$ cat config.mk
export PLATFORM = sky130hd
export DESIGN_NAME = ysyx_22050078_ifu_fetch
export DESIGN_NICKNAME = d
export VERILOG_FILES = /design/src/rtl/ysyx_22050078_ifu_fetch.sv
export SDC_FILE = /design/constraint.sdc
export NUM_CORES = 1
export LEC_CHECK = 0
export CORE_ASPECT_RATIO = 1.4
export CORE_MARGIN = 5
export CORE_UTILIZATION = 45
export CTS_BUF_LIST = sky130_fd_sc_hd__clkbuf_8
export DETAILED_ROUTE_END_ITERATION = 8
export PLACE_DENSITY = 0.78
export SYNTH_ARGS = -nofsm -noshare
export SYNTH_HDL_FRONTEND = slang
export SYNTH_SLANG_ARGS = --single-unit
export TNS_END_PERCENT = 50
$ cat constraint.sdc
create_clock -name i_clk -period 4.26 [get_ports i_clk]
set_input_delay 0.852 -clock i_clk [delete_from_list [all_inputs] [get_ports i_clk]]
set_output_delay 0.852 -clock i_clk [all_outputs]
set_load 0.02 [all_outputs]
$ cat src/rtl/ysyx_22050078_ifu_fetch.sv
// ysyx_22050078_ifu_fetch
//   Instruction fetch unit: holds the PC, issues one word fetch at a time to
//   instruction memory (req/resp), and hands {inst, pc} to the decoder over a
//   valid/ready handshake. Accepts PC redirects from the PC unit at any time.
//
// Ports
//   i_clk, i_rst           clock, synchronous active-high reset
//   o_imem_req_valid       fetch request valid (state S_REQ)
//   i_imem_req_ready       memory accepts request
//   o_imem_addr            fetch address (word aligned)
//   i_imem_resp_valid      one-cycle response strobe
//   i_imem_rdata           fetched word
//   o_inst_valid           instruction valid to decoder (state S_HOLD)
//   i_inst_ready           decoder accepts instruction
//   o_inst, o_inst_pc      instruction and its PC
//   i_redirect_valid/_pc   PC redirect; target low two bits forced to 0
//   o_fetch_timeout        sticky: a response took longer than TIMEOUT cycles
//
// Optional feature macro: YSYX_22050078_IFU_PERF_EN
//   Adds o_perf_fetch_cnt, o_perf_stall_cnt, o_perf_flush_cnt.

module ysyx_22050078_ifu_fetch #(
    parameter int                   PC_WIDTH   = 64,
    parameter int                   INST_WIDTH = 32,
    parameter logic [PC_WIDTH-1:0]  RESET_PC   = 64'h80000000,
    parameter int                   TIMEOUT    = 255
) (
    input  logic                  i_clk,
    input  logic                  i_rst,
    output logic                  o_imem_req_valid,
    input  logic                  i_imem_req_ready,
    output logic [PC_WIDTH-1:0]   o_imem_addr,
    input  logic                  i_imem_resp_valid,
    input  logic [INST_WIDTH-1:0] i_imem_rdata,
    output logic                  o_inst_valid,
    input  logic                  i_inst_ready,
    output logic [INST_WIDTH-1:0] o_inst,
    output logic [PC_WIDTH-1:0]   o_inst_pc,
    input  logic                  i_redirect_valid,
    input  logic [PC_WIDTH-1:0]   i_redirect_pc,
    output logic                  o_fetch_timeout
`ifdef YSYX_22050078_IFU_PERF_EN
   ,output logic [63:0]           o_perf_fetch_cnt,
    output logic [63:0]           o_perf_stall_cnt,
    output logic [31:0]           o_perf_flush_cnt
`endif
);

    typedef enum logic [1:0] {S_IDLE, S_REQ, S_WAIT, S_HOLD} state_e;

    state_e                  state_q;
    logic [PC_WIDTH-1:0]     pc_q;
    logic                    drop_q;      // word in flight belongs to a squashed path
    logic [7:0]              tmo_cnt_q;
    logic [INST_WIDTH-1:0]   inst_q;
    logic [PC_WIDTH-1:0]     inst_pc_q;
    logic                    timeout_q;

    logic [PC_WIDTH-1:0]     redir_tgt;
    logic [PC_WIDTH-1:0]     pc_inc;

    assign redir_tgt = i_redirect_pc & ~PC_WIDTH'(3);
    assign pc_inc    = pc_q + PC_WIDTH'(4);

    always_ff @(posedge i_clk) begin
        if (i_rst) begin
            state_q   <= S_IDLE;
            pc_q      <= RESET_PC;
            drop_q    <= 1'b0;
            tmo_cnt_q <= 8'd0;
            inst_q    <= '0;
            inst_pc_q <= '0;
            timeout_q <= 1'b0;
        end else begin
            case (state_q)
                S_IDLE: begin
                    state_q <= S_REQ;
                    if (i_redirect_valid) pc_q <= redir_tgt;
                end
                S_REQ: begin
                    if (i_redirect_valid) pc_q <= redir_tgt;
                    if (i_imem_req_ready) begin
                        state_q   <= S_WAIT;
                        tmo_cnt_q <= 8'd0;
                        // old address already accepted: its word must be dropped
                        drop_q    <= i_redirect_valid;
                    end
                end
                S_WAIT: begin
                    if (tmo_cnt_q != 8'hFF) tmo_cnt_q <= tmo_cnt_q + 8'd1;
                    if (tmo_cnt_q == 8'(TIMEOUT)) timeout_q <= 1'b1;
                    if (i_redirect_valid) begin
                        pc_q <= redir_tgt;
                        if (i_imem_resp_valid) begin
                            // response lands together with the redirect: discard now
                            drop_q  <= 1'b0;
                            state_q <= S_REQ;
                        end else begin
                            drop_q  <= 1'b1;
                        end
                    end else if (i_imem_resp_valid) begin
                        if (drop_q) begin
                            drop_q  <= 1'b0;
                            state_q <= S_REQ;
                        end else begin
                            inst_q    <= i_imem_rdata;
                            inst_pc_q <= pc_q;
                            state_q   <= S_HOLD;
                        end
                    end
                end
                S_HOLD: begin
                    if (i_redirect_valid) begin
                        pc_q    <= redir_tgt;
                        state_q <= S_REQ;
                    end else if (i_inst_ready) begin
                        pc_q    <= pc_inc;
                        state_q <= S_REQ;
                    end
                end
                default: state_q <= S_IDLE;
            endcase
        end
    end

    assign o_imem_req_valid = (state_q == S_REQ);
    assign o_imem_addr      = pc_q;
    assign o_inst_valid     = (state_q == S_HOLD);
    assign o_inst           = inst_q;
    assign o_inst_pc        = inst_pc_q;
    assign o_fetch_timeout  = timeout_q;

`ifdef YSYX_22050078_IFU_PERF_EN
    logic [63:0] perf_fetch_q;
    logic [63:0] perf_stall_q;
    logic [31:0] perf_flush_q;
    logic        flush_ev;

    // A redirect costs a word when one is in flight (and not already doomed)
    // or when it flushes an unconsumed held instruction.
    assign flush_ev = i_redirect_valid &&
                      (((state_q == S_REQ)  && i_imem_req_ready) ||
                       ((state_q == S_WAIT) && !drop_q) ||
                       ((state_q == S_HOLD) && !i_inst_ready));

    always_ff @(posedge i_clk) begin
        if (i_rst) begin
            perf_fetch_q <= 64'd0;
            perf_stall_q <= 64'd0;
            perf_flush_q <= 32'd0;
        end else begin
            if ((state_q == S_HOLD) && i_inst_ready)
                perf_fetch_q <= perf_fetch_q + 64'd1;
            if ((state_q == S_WAIT) || ((state_q == S_HOLD) && !i_inst_ready))
                perf_stall_q <= perf_stall_q + 64'd1;
            if (flush_ev)
                perf_flush_q <= perf_flush_q + 32'd1;
        end
    end

    assign o_perf_fetch_cnt = perf_fetch_q;
    assign o_perf_stall_cnt = perf_stall_q;
    assign o_perf_flush_cnt = perf_flush_q;
`else
    // Performance counters are not built in this configuration.
`endif

endmodule

==> results of run 1 <==
-- worst register-to-register path: stages, from the launching register on --
cell     delay, ns
dfxtp_1       0.48
ha_1          0.28
nand4_2       0.25
nor4_4        0.68
and4_1        0.51
mux2_1        0.36
a31oi_1       0.18
-- metal layers --
metal	vias up	track usage
met3	60	0.05215
met2	396	0.4402
li1	4337	-
met1	4285	0.3089
met5	-	0
met4	0	0.1035
-- layout by cell type (no fill, tap or decap), drive strengths merged, types with 4 or more instances in the layout --
cell type and count:
or3 15, a21o 7, a311oi 4, nor4 14, or4 11, nor3 22
o22ai 7, o21a 5, buf 15, and3 15, nand2b 5, a21oi 144
clkinv 6, nand2 262, clkdlybuf4s50 257, o31ai 6, a41oi 4, conb 4
xnor2 4, mux2i 6, inv 16, o41ai 4, ha 7, a31oi 17
nand4 35, nand3 55, clkbuf 17, and2 7, nor2 37, dfxtp 168
and4 15, a22oi 7, o21ai 38, o211ai 12, a211oi 5
-- state kept, by name, summed over array words and instances, names as in the netlist --
register / flops
state_q: 2
o_inst_pc: 62
o_fetch_timeout: 1
o_imem_addr: 62
tmo_cnt_q: 8
drop_q: 1
o_inst: 32
-- area by class of cell --
| class | instances | area, um2 | share of cell area |
|---|---|---|---|
| multi-input cells | 824 | 4552 | 0.4004 |
| flip-flops and latches | 168 | 3363 | 0.2958 |
| repair buffers | 272 | 2710 | 0.2384 |
| well taps | 240 | 300.3 | 0.02641 |
| clock buffers | 17 | 234.0 | 0.02058 |
| clock inverters | 15 | 165.2 | 0.01453 |
| inverters | 12 | 45.04 | 0.003962 |
-- cells by family after synthesis --
kind of cell	after synthesis	share of synthesized area
AND/OR/NAND/NOR	503	0.2987
AO/OA/AOI/OAI	296	0.2182
flip-flops	168	0.4052
other	1	0.0004519
buffers and inverters	103	0.05066
multiplexers	8	0.009950
XOR/XNOR	6	0.006332
adder cells (fa/ha/maj)	7	0.01055
-- power groups by stage --
stage	clock (W)	sequential, W	combinational [W]
2_1_floorplan	0	0.00176	0.000196
3_3_place_gp	0	0.00174	0.000459
3_5_place_dp	0	0.00174	0.000465
4_1_cts	0.00120	0.00171	0.000467
5_1_grt	0.00127	0.00172	0.000501
6_report	0.00118	0.00171	0.000467
-- stage by stage --
stage / setup WS (ns) / hold WS, ns
2_1_floorplan: 1.614 / 0.4492
3_3_place_gp: 0.8465 / 0.4410
3_5_place_dp: 0.7914 / 0.4462
4_1_cts: 1.292 / 0.4593
5_1_grt: 1.172 / 0.4754
6_report: 1.286 / 0.4564
-- how the worst min path moves through the flow --
| stage | from | to | slack (ns) | cells past startpoint |
|---|---|---|---|---|
| finish | o_inst_pc[38]$_SDFFE_PP0P_ | o_inst_pc[38]$_SDFFE_PP0P_ | 0.46 | 2 |
| global route | o_inst_pc[41]$_SDFFE_PP0P_ | o_inst_pc[41]$_SDFFE_PP0P_ | 0.48 | 2 |
| CTS | o_inst_pc[41]$_SDFFE_PP0P_ | o_inst_pc[41]$_SDFFE_PP0P_ | 0.46 | 2 |
| detailed placement | o_inst[26]$_SDFFE_PP0P_ | o_inst[26]$_SDFFE_PP0P_ | 0.45 | 2 |
| global placement | o_inst_pc[50]$_SDFFE_PP0P_ | o_inst_pc[50]$_SDFFE_PP0P_ | 0.44 | 2 |
| floorplan | tmo_cnt_q[1]$_SDFFE_PP0P_ | tmo_cnt_q[1]$_SDFFE_PP0P_ | 0.45 | 2 |
==> results.cfg, run 1 <==
[outcome]
status = finished, final reports clean

[power]
p_per_area_nw_per_um2 = 294.9
power_switching_w = 0.0009339
p_clk_frac = 0.351
p_seq_frac = 0.509
switching_share = 0.2785
power_w = 0.003353
combinationalPowerShare = 0.139
p_int_w = 0.002420
cellLeakagePower_nw = 3.798
vdd_drop_max_mv = 0.1883

[cells_and_area]
area_delta_synth_final_pct = 37.00
fin_util = 0.6292
postLayoutCellArea_um2 = 11370
drive_gt1_frac = 0.05275
n_fill_cell = 1622
layout.nets = 1404
stdcell_count = 1548
antenna_cells = 0

[clock_tree]
clk_pin_slew_ns = 0.09
cts_tree = done
htreeDepth = 4
clock_latency_ns = 0.47
cts_buffers = 17
ctsLongestPathBuffers = 2
ctsResizeCount = 0
cts_sinks = 168
cts_hold_buf = 0
post-cts-setup-buffers = 0
root_buffer = clkbuf_8

[route]
wirelength_mm = 28.13
drcViolationCount = 0
drt.antenna.violating_nets = 0
met3_wirelength_mm = 2.180
post_drt_wl_per_cell_um = 18.17
vias_per_cell = 5.864
vias = 9078
dr_wl_met2_mm = 13.93
drtIter0Drc = 873
top_layer = met4
met1_length_mm = 11.12
dr.pass1.iters = 5

[synth]
syn_avg_cell_area_um2 = 7.600
synth_most_common_cell = nand2_1
synth_top_area_cell = dfxtp_1
synth_area_um2 = 8299
synth_seq_cells = 168
ys_warn_count = 0
synth-seq-area-share = 0.4052
syn_inst = 1092
synth_edf_count = 0
synth-async-reset-ratio = 0
synth.cells.most_frequent = nand2_1 (262), dfxtp_1 (168), a21oi_1 (144)
synth_top_area_share = 0.4052
synthFlopType = dfxtp_1
synth_cell_types = 76
synth.area.top_cells = dfxtp_1 (41%), nand2_1 (12%), a21oi_1 (8.7%)

[floorplanning]
die_area_um2 = 21300
die_h_um = 170.7
core_um2 = 18070
die_w_um = 124.8
rows = 58
ios = 265
start_util = 0.4593

[hold_path]
hold_path_class = flop to flop

[placement]
routabilityCongestion = 0.8762
portBuffers = 258
dp_hpwl_mm = 19.27
placedInstanceArea_um2 = 10970
placed_cells = 1516

[sta]
min_period_over_period = 0.6981
hold_viol = 0
post-route-min-period_ns = 2.974
slew_headroom = 0.3226
setup_viol = 0
rsz0062_at_grt = no
tightest_slew_ns = 1.016
finalSetupTns_ns = 0
fmax_mhz = 336.3
slew_viol_final = 0
clock-skew-final_ns = 0.01046

[critical_path]
worst_ep_required_time_ns = 4.59
cp_max_fo = 48
cp_slowest_stage_delay_ns = 0.77
endpoint = o_imem_addr[6]$_SDFFE_PP0P_
cp-start-kind = input pin
crit_buf_inv = 3
end_kind = flop
cp.arrival_ns = 3.31
cp_top_family = buffers and inverters
rrSetupSlack_ns = 1.44
timing.rr.end = o_imem_addr[60]$_SDFFE_PP0P_
crit_type = input pin to flop
crit_chain = clkdlybuf4s50_1 > nand2b_4 > buf_4 > buf_4 > nor2_1 > a22o_1 > a22oi_1 > nor2_1
reg2regPathDepth = 6
crit_cells = 8
crit_start = i_redirect_valid
cp_slowest_cell = clkdlybuf4s50_1
timing.rr.start = o_imem_addr[2]$_SDFFE_PP0P_

[global_routing]
grt_max_degree = 95
track_usage = 0.2539
grt.overflow.total = 0
grt_pass1_wl_mm = 44.47
grt_pass1_vias = 8366
antenna_found_initial = 0

[run]
drv_cap = 0
No activity file was read; power rests on OpenSTA's default activity.
==> inputs of run 2 (changes only) <==
==> constraint.sdc (replaced) <==
create_clock -name i_clk -period 3 [get_ports i_clk]
set_input_delay 0.6 -clock i_clk [delete_from_list [all_inputs] [get_ports i_clk]]
set_output_delay 0.6 -clock i_clk [all_outputs]
set_load 0.02 [all_outputs]
==> results.cfg, run 2 (same netlist as run 1, synthesis figures left out) <==
[power]
vdd_drop_max_mv = 0.2676
p_per_area_nw_per_um2 = 410.9
cellLeakagePower_nw = 3.902

[sta]
min_period_over_period = 0.8704
fin_hold_ws_ns = 0.4560
finalSetupTns_ns = 0
clock-skew-final_ns = 0.01678
setup_viol = 0
post-route-min-period_ns = 2.611
slew_viol_final = 0
finalWorstSetupSlack_ns = 0.3887
rsz0062_at_grt = no
slew_headroom = 0.5501
hold_viol = 0
tightest_slew_ns = 0.6748
fmax_mhz = 383.0

[run]
drv_cap = 0

[placement]
portBuffers = 258
place_ws_ns = 0.3348
placedInstanceArea_um2 = 11170
routabilityCongestion = 0.8729
dp_hpwl_mm = 19.91

[clock_tree]
cts_buffers = 17
cts_sinks = 168
clk_pin_slew_ns = 0.09
cts_tree = done
root_buffer = clkbuf_8
clock_latency_ns = 0.48
ctsLongestPathBuffers = 2
htreeDepth = 4
cts_hold_buf = 0
post-cts-setup-buffers = 0
ctsResizeCount = 0

[floorplanning]
die_area_um2 = 21300
die_h_um = 170.7
ios = 265
core_um2 = 18070
die_w_um = 124.8
rows = 58
start_util = 0.4593

[global_routing]
grt_pass1_wl_mm = 44.82
grt_pass1_vias = 8483
grt_max_degree = 88
grt.overflow.total = 0
antenna_found_initial = 1
track_usage = 0.2547

[cells_and_area]
layout_commonest_cell = nand2_1
drive_gt1_frac = 0.07003
area_delta_synth_final_pct = 39.39
layout.nets = 1424
postLayoutCellArea_um2 = 11570
fin_util = 0.6402
final_cell_mix = nand2_1 (261), clkdlybuf4s50_1 (257), dfxtp_1 (168), a21oi_1 (143), nand3_1 (53)

[route]
dr.pass1.iters = 5
vias = 9007
drt.antenna.violating_nets = 0
vias_per_cell = 5.741
drtIter0Drc = 743
wirelength_mm = 28.19
drcViolationCount = 0
post_drt_wl_per_cell_um = 17.97

[critical_path]
cp_max_fo = 10
cp.arrival_ns = 2.98
worst_ep_required_time_ns = 3.37
crit_type = flop to flop
cp-start-kind = flop
end_kind = flop

[hold_path]
hold_path_class = flop to flop

[outcome]
status = finished, final reports clean
## run 2: worst max-delay path: stages, from the launching register on
cell and delay [ns]:
dfxtp_1 0.59, nand3_1 0.27, nor3_1 0.45, nand3_1 0.46, o311a_1 0.48, a211o_1 0.26
## run 2: cell type report
type / count / area [um2]
flip-flops and latches: 168 / 3363
inverters: 12 / 45.04
fillers: 1601 / 6501
repair buffers: 292 / 2910
multi-input cells: 824 / 4552
well taps: 240 / 300.3
clock buffers: 19 / 261.5
diodes: 1 / 2.502
clock inverters: 13 / 133.9
## run 2: metrics by stage
stage	instances	power, W
after floorplan	1095	0.002775
after global placement	1536	0.003144
after detailed placement	1536	0.003154
after CTS	1568	0.004775
after global routing	1569	0.004943
final	1569	0.004753
## run 2: report_power, final
| part | internal [W] | switching [W] |
|---|---|---|
| Sequential | 0.00230 | 0.000120 |
| Clock | 0.000722 | 0.000921 |
| Combinational | 0.000344 | 0.000350 |
| Total | 0.00336 | 0.00139 |
## run 2: final timing paths
path	startpoint	end	slack [ns]	depth (start not counted)
setup / recovery	o_imem_addr[11]$_SDFFE_PP0P_	o_imem_addr[57]$_SDFFE_PP0P_	0.39	5
hold / removal	o_inst[15]$_SDFFE_PP0P_	o_inst[15]$_SDFFE_PP0P_	0.46	2
setup reg to reg	o_imem_addr[11]$_SDFFE_PP0P_	o_imem_addr[57]$_SDFFE_PP0P_	0.39	5
hold reg to reg	o_inst[15]$_SDFFE_PP0P_	o_inst[15]$_SDFFE_PP0P_	0.46	2
## run 2: per-layer routing
layer  vias up  share of wire  wire [um]  track usage
met5         -              0          0            0
met4         0          0.030        833       0.1078
met3        55          0.076       2148      0.06152
met2       382           0.50      14140       0.4442
met1      4199           0.39      11070       0.3001
li1       4371              -          -            -
==> inputs of run 3 (changes only) <==
==> constraint.sdc (replaced) <==
create_clock -name i_clk -period 3.13 [get_ports i_clk]
set_input_delay 0.626 -clock i_clk [delete_from_list [all_inputs] [get_ports i_clk]]
set_output_delay 0.626 -clock i_clk [all_outputs]
set_load 0.02 [all_outputs]
==> results.cfg, run 3 (same netlist as run 1, synthesis figures left out) <==
[outcome]
status = finished, final reports clean

[sta]
hold_viol = 0
fmax_mhz = 381.3
clock-skew-final_ns = 0.01102
post-route-min-period_ns = 2.623
slew_headroom = 0.5107
slew_viol_final = 0
setup_viol = 0
finalSetupTns_ns = 0
min_period_over_period = 0.8379
tightest_slew_ns = 0.7339
rsz0062_at_grt = no

[global_routing]
grt.overflow.total = 0
grt_max_degree = 95
grt_pass1_wl_mm = 44.62
grt_pass1_vias = 8568
track_usage = 0.2530
antenna_found_initial = 2

[critical_path]
reg2regPathDepth = 7
timing.rr.end = o_imem_addr[60]$_SDFFE_PP0P_
worst_ep_required_time_ns = 2.50
cp_max_fo = 7
crit_type = flop to primary output
rrSetupSlack_ns = 0.60
cp-start-kind = flop
end_kind = primary output
timing.rr.start = o_imem_addr[2]$_SDFFE_PP0P_
cp.arrival_ns = 2.00

[route]
post_drt_wl_per_cell_um = 17.96
drt.antenna.violating_nets = 0
vias_per_cell = 5.854
drcViolationCount = 0
wirelength_mm = 28.10
vias = 9161
drtIter0Drc = 861
dr.pass1.iters = 7

[floorplanning]
rows = 58
core_um2 = 18070
die_area_um2 = 21300
ios = 265
die_w_um = 124.8
start_util = 0.4593
die_h_um = 170.7

[hold_path]
hold_depth = 2
hold_path_class = flop to flop
min_to = o_inst[25]$_SDFFE_PP0P_
min_from = o_inst[25]$_SDFFE_PP0P_

[power]
vdd_drop_max_mv = 0.2131
p_int_w = 0.003179
combinationalPowerShare = 0.148
cellLeakagePower_nw = 3.867
p_seq_frac = 0.516
switching_share = 0.2905
p_per_area_nw_per_um2 = 389.3
power_switching_w = 0.001302
p_clk_frac = 0.336

[placement]
placedInstanceArea_um2 = 11130
dp_hpwl_mm = 19.27
routabilityCongestion = 0.8820
portBuffers = 258

[cells_and_area]
final_cell_mix = nand2_1 (261), clkdlybuf4s50_1 (257), dfxtp_1 (168), a21oi_1 (143), nand3_1 (53)
drive_gt1_frac = 0.06500
postLayoutCellArea_um2 = 11510
fin_util = 0.6370
layout_commonest_cell = nand2_1
area_delta_synth_final_pct = 38.69
layout.nets = 1419

[clock_tree]
post-cts-setup-buffers = 0
cts_tree = done
cts_buffers = 17
root_buffer = clkbuf_8
cts_hold_buf = 0
ctsLongestPathBuffers = 2
htreeDepth = 4
cts_sinks = 168
clock_latency_ns = 0.47
clk_pin_slew_ns = 0.09
ctsResizeCount = 0

[run]
drv_cap = 0
[run 3: how the worst max path moves through the flow]
stage                                            from                      endpoint  cells past startpoint
final                         state_q[0]$_SDFFE_PP0P_                  o_inst_valid                      2
after global routing      o_imem_addr[2]$_SDFFE_PP0P_  o_imem_addr[50]$_SDFFE_PP0P_                      7
after CTS                     state_q[0]$_SDFFE_PP0P_                  o_inst_valid                      2
after detailed placement             i_redirect_valid  o_imem_addr[43]$_SDFFE_PP0P_                      6
after global placement               i_redirect_valid  o_imem_addr[43]$_SDFFE_PP0P_                      6
after floorplan                      i_redirect_valid  o_imem_addr[43]$_SDFFE_PP0P_                      7
[run 3: routing by layer]
| metal | vias to the layer above | GRT usage | wire length, um |
|---|---|---|---|
| met5 | - | 0 | 0 |
| met4 | 0 | 0.1116 | 979 |
| met3 | 81 | 0.06152 | 2196 |
| met2 | 422 | 0.4390 | 13980 |
| met1 | 4309 | 0.2978 | 10950 |
| li1 | 4349 | - | - |
[run 3: final cells by class]
class | instances | area, um2
diodes | 2 | 5.005
clock buffers | 18 | 247.7
clock inverters | 14 | 123.9
fillers | 1558 | 6560
inverters | 12 | 45.04
multi-input cells | 824 | 4552
flip-flops and latches | 168 | 3363
well taps | 240 | 300.3
repair buffers | 287 | 2873
[run 3: per-stage QoR]
step	hold slack, ns	setup WS (ns)	std cells	total power (W)
floorplan	0.4492	0.7104	1095	0.002660
finish	0.4555	0.5073	1565	0.004481
global placement	0.4406	0.3331	1531	0.003009
global route	0.4738	0.3919	1565	0.004674
detailed placement	0.4465	0.3331	1531	0.003018
CTS	0.4595	0.4741	1563	0.004519
[run 3: power by group through the flow]
stage | Sequential, W | Combinational (W) | Clock, W
2_1_floorplan | 0.00239 | 0.000267 | 0
3_3_place_gp | 0.00236 | 0.000651 | 0
3_5_place_dp | 0.00236 | 0.000658 | 0
4_1_cts | 0.00231 | 0.000662 | 0.00155
5_1_grt | 0.00233 | 0.000709 | 0.00164
6_report | 0.00231 | 0.000661 | 0.00151
[run 3: critical path, stage by stage, from the launching register on]
cell and delay, ns:
dfxtp_1 0.45, ha_1 0.37, clkdlybuf4s50_1 0.71
